<file path="src/rtl/parallella_gpio_ctrl.sv">
// GPIO controller for the Parallella header: per-pin direction/output registers,
// synchronised and debounced inputs, and edge-triggered maskable interrupts.
module parallella_gpio_ctrl #(
  parameter int unsigned NUM_GPIO    = 48,
  parameter int unsigned SYNC_STAGES = 2,
  parameter int unsigned DEBOUNCE_W  = 8
) (
  input  logic                clk,
  input  logic                reset_n,
  input  logic                reg_wr,
  input  logic [2:0]          reg_addr,
  input  logic [NUM_GPIO-1:0] reg_wdata,
  output logic [NUM_GPIO-1:0] reg_rdata,
  input  logic [NUM_GPIO-1:0] pad_i,
  output logic [NUM_GPIO-1:0] pad_o,
  output logic [NUM_GPIO-1:0] pad_t,
  output logic                irq
);

  localparam int unsigned N  = NUM_GPIO;
  localparam int unsigned DW = DEBOUNCE_W;

  localparam logic [2:0] A_OUT   = 3'd0;
  localparam logic [2:0] A_DIR   = 3'd1;
  localparam logic [2:0] A_IN    = 3'd2;
  localparam logic [2:0] A_IEN   = 3'd3;
  localparam logic [2:0] A_IPOL  = 3'd4;
  localparam logic [2:0] A_ISTAT = 3'd5;
  localparam logic [2:0] A_DBLIM = 3'd6;

  logic [N-1:0]  out_q, out_d;
  logic [N-1:0]  tri_q, tri_d;
  logic [N-1:0]  ien_q, ien_d;
  logic [N-1:0]  ipol_q, ipol_d;
  logic [N-1:0]  istat_q, istat_d;
  logic [DW-1:0] dblim_q, dblim_d;
  logic [N-1:0]  sync_q [SYNC_STAGES];
  logic [N-1:0]  stable_q, stable_d;
  logic [N-1:0]  stable_dly_q;
  logic [DW-1:0] cnt_q [N];
  logic [DW-1:0] cnt_d [N];
  logic [N-1:0]  rdata_q, rdata_d;
  logic          irq_q, irq_d;

  logic [N-1:0]  sync_c;
  logic [N-1:0]  rise_c, fall_c, edge_c, w1c_c;

  // Register writes, debounce, edge capture and read mux.
  always_comb begin
    out_d   = out_q;
    tri_d   = tri_q;
    ien_d   = ien_q;
    ipol_d  = ipol_q;
    dblim_d = dblim_q;
    w1c_c   = '0;

    if (reg_wr) begin
      case (reg_addr)
        A_OUT:   out_d   = reg_wdata;
        A_DIR:   tri_d   = ~reg_wdata;
        A_IEN:   ien_d   = reg_wdata;
        A_IPOL:  ipol_d  = reg_wdata;
        A_ISTAT: w1c_c   = reg_wdata;
        A_DBLIM: dblim_d = reg_wdata[DW-1:0];
        default: ;
      endcase
    end

    // A limit lowered below a running count releases on the next mismatch.
    sync_c   = sync_q[SYNC_STAGES-1];
    stable_d = stable_q;
    for (int i = 0; i < int'(N); i++) begin
      cnt_d[i] = cnt_q[i];
      if (sync_c[i] == stable_q[i]) begin
        cnt_d[i] = '0;
      end else if (cnt_q[i] >= dblim_q) begin
        stable_d[i] = sync_c[i];
        cnt_d[i]    = '0;
      end else begin
        cnt_d[i] = cnt_q[i] + DW'(1);
      end
    end

    // New edges override a same-cycle clear.
    rise_c  = stable_q & ~stable_dly_q;
    fall_c  = ~stable_q & stable_dly_q;
    edge_c  = (ipol_q & rise_c) | (~ipol_q & fall_c);
    istat_d = (istat_q & ~w1c_c) | edge_c;
    irq_d   = |(istat_q & ien_q);

    case (reg_addr)
      A_OUT:   rdata_d = out_q;
      A_DIR:   rdata_d = ~tri_q;
      A_IN:    rdata_d = stable_q;
      A_IEN:   rdata_d = ien_q;
      A_IPOL:  rdata_d = ipol_q;
      A_ISTAT: rdata_d = istat_q;
      A_DBLIM: rdata_d = N'(dblim_q);
      default: rdata_d = '0;
    endcase
  end

  always_ff @(posedge clk or negedge reset_n) begin
    if (!reset_n) begin
      out_q        <= '0;
      tri_q        <= '1;
      ien_q        <= '0;
      ipol_q       <= '0;
      istat_q      <= '0;
      dblim_q      <= '0;
      stable_q     <= '0;
      stable_dly_q <= '0;
      rdata_q      <= '0;
      irq_q        <= 1'b0;
      for (int s = 0; s < int'(SYNC_STAGES); s++) sync_q[s] <= '0;
      for (int i = 0; i < int'(N); i++) cnt_q[i] <= '0;
    end else begin
      out_q        <= out_d;
      tri_q        <= tri_d;
      ien_q        <= ien_d;
      ipol_q       <= ipol_d;
      istat_q      <= istat_d;
      dblim_q      <= dblim_d;
      stable_q     <= stable_d;
      stable_dly_q <= stable_q;
      rdata_q      <= rdata_d;
      irq_q        <= irq_d;
      sync_q[0]    <= pad_i;
      for (int s = 1; s < int'(SYNC_STAGES); s++) sync_q[s] <= sync_q[s-1];
      for (int i = 0; i < int'(N); i++) cnt_q[i] <= cnt_d[i];
    end
  end

  assign pad_o     = out_q;
  assign pad_t     = tri_q;
  assign reg_rdata = rdata_q;
  assign irq       = irq_q;

endmodule

</file>
<file path="config.mk">
export PLATFORM = sky130hd
export DESIGN_NAME = parallella_gpio_ctrl
export DESIGN_NICKNAME = d
export VERILOG_FILES = /design/src/rtl/parallella_gpio_ctrl.sv
export SDC_FILE = /design/constraint.sdc
export NUM_CORES = 2
export LEC_CHECK = 0
export BUFFER_PORTS_ARGS = -buffer_cell sky130_fd_sc_hd__buf_2
export CORE_MARGIN = 1.5
export CORE_UTILIZATION = 60
export DETAILED_ROUTE_END_ITERATION = 6
export PLACE_DENSITY = 0.79
export SLEW_MARGIN = 30
export SYNTH_ARGS = -nofsm -noshare
export SYNTH_HDL_FRONTEND = slang
export SYNTH_SLANG_ARGS = --single-unit
</file>
<file path="constraint.sdc">
create_clock -name clk -period 3.8 [get_ports clk]
set_input_delay 0 -clock clk [delete_from_list [all_inputs] [get_ports clk]]
set_output_delay 0 -clock clk [all_outputs]
set_load 0.01 [all_outputs]
</file>
==> results.toml <==
[timing]
worstMarginPinSlew_ns = 1.04
setup_violations = 0
fin_crit_sh_pct = 75.2
holdWs_ns = 0.0322
drv_slew = 0
finClkSkew_ns = 0.0350
setup_tns_ns = 0
fmax_mhz = 350
finalHoldViolations = 0
slew_headroom_pct = 31.0
rsz0062_at_grt = "no"
min_period_ns = 2.86

[yosys]
ys_async_sr_fraction_pct = 100
synth_common_cells = "dfrtp_1 (825), ha_1 (432), nor2_1 (268), nand2_1 (257), xor2_1 (222)"
yosys.area_share.simple_pct = 14.1
ys_warn_count = 0
synth_xor_area_share_pct = 6.68
syn_area_per_cell_um2 = 11.2
synth_top_family_by_area = "simple AND/OR/NAND/NOR gates"
ys.flop_type = "dfrtp_1"
synth-edff-count = 0
ys_seq_elements = 873
syn-num-nets = 4481
synthDominantCellAreaShare_pct = 46.9
syn_inst = 3947
yosys.area.top_type = "dfrtp_1"
synth.most_common_cell = "dfrtp_1"
ys_seq_area_share_pct = 49.8
synth_area_um2 = 44000
synth_fa_ha_area_share_pct = 12.3
synth_area_leaders = "dfrtp_1 (47%), ha_1 (12%), xor2_1 (4.4%)"
synth_compound_area_share_pct = 10.7
synthMuxAreaShare_pct = 4.56
synth_cell_types = 49

[power]
peakVddDrop_mv = 0.470
p_int_mw = 19.7
p_sw_mw = 10.4
clkPwrFrac_pct = 29.3
leakagePower_nw = 24.0
seq_power_share_pct = 44.2
p_per_area_nw_per_um2 = 587
p_sw_share_pct = 34.6
p_comb_share_pct = 26.5

[final_layout]
n_fill_cell = 5117
synthToLayoutAreaGrowth_pct = 16.4
fin_area_um2 = 51200
fin_util_pct = 70.4
nNetsFinal = 4963
final_layout_size_suffix_gt1_share_pct = 11.6

[worst_setup_path]
start_kind = "flop"
endpoint_kind = "flop"
reg2reg_from = "dblim_q[0]"
startpoint = "dblim_q[0]"
path_max_fanout = 25
ff2ff_setup_slack_ns = 0.94
crit_chain = "buf_4 > ha_1 > and3_1 > o21ai_1 > a31oi_1 > o211ai_1"
r2r_end = "stable_q[28]"
cp.depth = 6
worstPathArrival_ns = 3.35
cp-endpoint = "stable_q[28]"
slowest_delay_ns = 0.97
cp_num_buf_inv = 1
reg2reg_depth = 6
slowest_stage = "dfrtp_2"
worstPathRequired_ns = 4.29
cp_top_family = "flip-flops"
crit_type = "flop to flop"

[placed_design]
place_area_um2 = 46800
gp_congestion = 0.894
hpwlAfterDp_um = 74000
portBuffers = 246

[floorplanning]
chipHeight_um = 274
dieArea_um2 = 75000
io_pins = 247
start_util_pct = 60.4
die_x_um = 274
core-area_um2 = 72800
num_rows = 99

[detailed_routing]
drt_iter0_drc = 2745
ant_nets = 0
first_pass_iters = 6
drc = 0
via_count = 33500
wl_per_cell_um = 20.9
wirelength_um = 114000
avgViaCountPerCell = 6.14

[grt]
grt_pass1_vias = 33500
overflow = 0
antenna_found_initial = 2
grt_max_degree = 119
grt_pass1_wl_um = 182000
grt_usage_pct = 30.8

[cts]
post_cts_buffers = 0
numCtsBuffers = 91
cts_tree = "built"
clock-sinks = 873
cts_root_buffer = "clkbuf_16"
clock_latency_ns = 0.66
clk_path_buf_depth = 3
htree_levels = 3
clkTransAtPathRegs_ns = 0.06
cts_resized = 0

[outcome]
outcome = "completed"

[min_path]
hold_path_class = "input pin to flop"

[flow_run]
maxCapViolCount = 0
[per-layer routing]
layer  up-vias  wire length [um]  track usage, %
li1      15400                 -               -
met1     16700             48400            41.4
met2      1142             53600            49.9
met3       271              7700            4.75
met4         4              4610            13.2
met5         -                26               0
[stage by stage]
stage | instances | total power [mW] | setup slack, ns
after global placement | 5150 | 20.7 | 1.09
final | 5467 | 30.1 | 0.942
after detailed placement | 5150 | 21.1 | 1.03
after global routing | 5466 | 31.8 | 0.843
after floorplan | 3947 | 17.8 | 1.03
after CTS | 5465 | 30.1 | 0.987
[cells by family (layout without fill, tap and decap cells)]
kind of cell | after synthesis | count (layout)
other | 0 | 1
adders and majority gates | 432 | 432
muxes | 179 | 179
and+or+nand+nor | 1275 | 1275
xor gates and xnor gates | 336 | 336
AOI/OAI and AO/OA | 653 | 653
buffers and inverters | 199 | 759
DFF | 873 | 873
[cell usage in the layout, fill, tap and decap left out, drive strengths merged, types with 143 or more instances in the layout]
cell type and instances:
ha 432, nor3 212, dfrtp 825, nand2 257, clkbuf 145, xor2 222, mux2 173, nand3 216
dlygate4sd3 143, buf 311, nor2 268
[final cells by class]
class | instances | area, um^2 | area share, %
multi-input cells | 2875 | 21300 | 41.6
flip-flops and latches | 873 | 21900 | 42.7
diodes | 1 | 2.50 | 0.00488
clock buffers | 145 | 2720 | 5.31
clock inverters | 26 | 216 | 0.422
repair buffers | 454 | 3380 | 6.60
well taps | 959 | 1200 | 2.34
inverters | 134 | 503 | 0.982
[worst min path at each step]
stage                   start             to  slack, ns  cells past startpoint
floorplan             reset_n       cnt_q[0]      -0.30                      0
finish              pad_i[44]     sync_q[92]       0.03                      2
global route        pad_i[44]     sync_q[92]      0.009                      2
global placement      reset_n  reg_rdata[18]       0.04                      1
detailed placement    reset_n  reg_rdata[18]       0.05                      1
CTS                 pad_i[44]     sync_q[92]      0.001                      2
[flip-flops by register name, indices dropped and copies added (netlist names)]
signal,cells
pad_t,48
stable_q,48
istat_q,48
cnt_q,384
sync_c,48
stable_dly_q,48
sync_q,48
pad_o,48
irq,1
ipol_q,48
reg_rdata,48
dblim_q,8
ien_q,48
[power groups by stage]
stage | Combinational, mW | Clock (mW) | Sequential [mW]
global route | 8.95 | 9.31 | 13.5
floorplan | 4.99 | 0 | 12.8
CTS | 7.95 | 8.89 | 13.2
global placement | 7.38 | 0 | 13.3
finish | 7.97 | 8.80 | 13.3
detailed placement | 7.73 | 0 | 13.4
[timing repair]
item	in CTS	in global routing
hold endpoints to repair	762	0
hold buffers	144	0
setup endpoints to repair	0	0
Power figures use the tool's default switching activity.
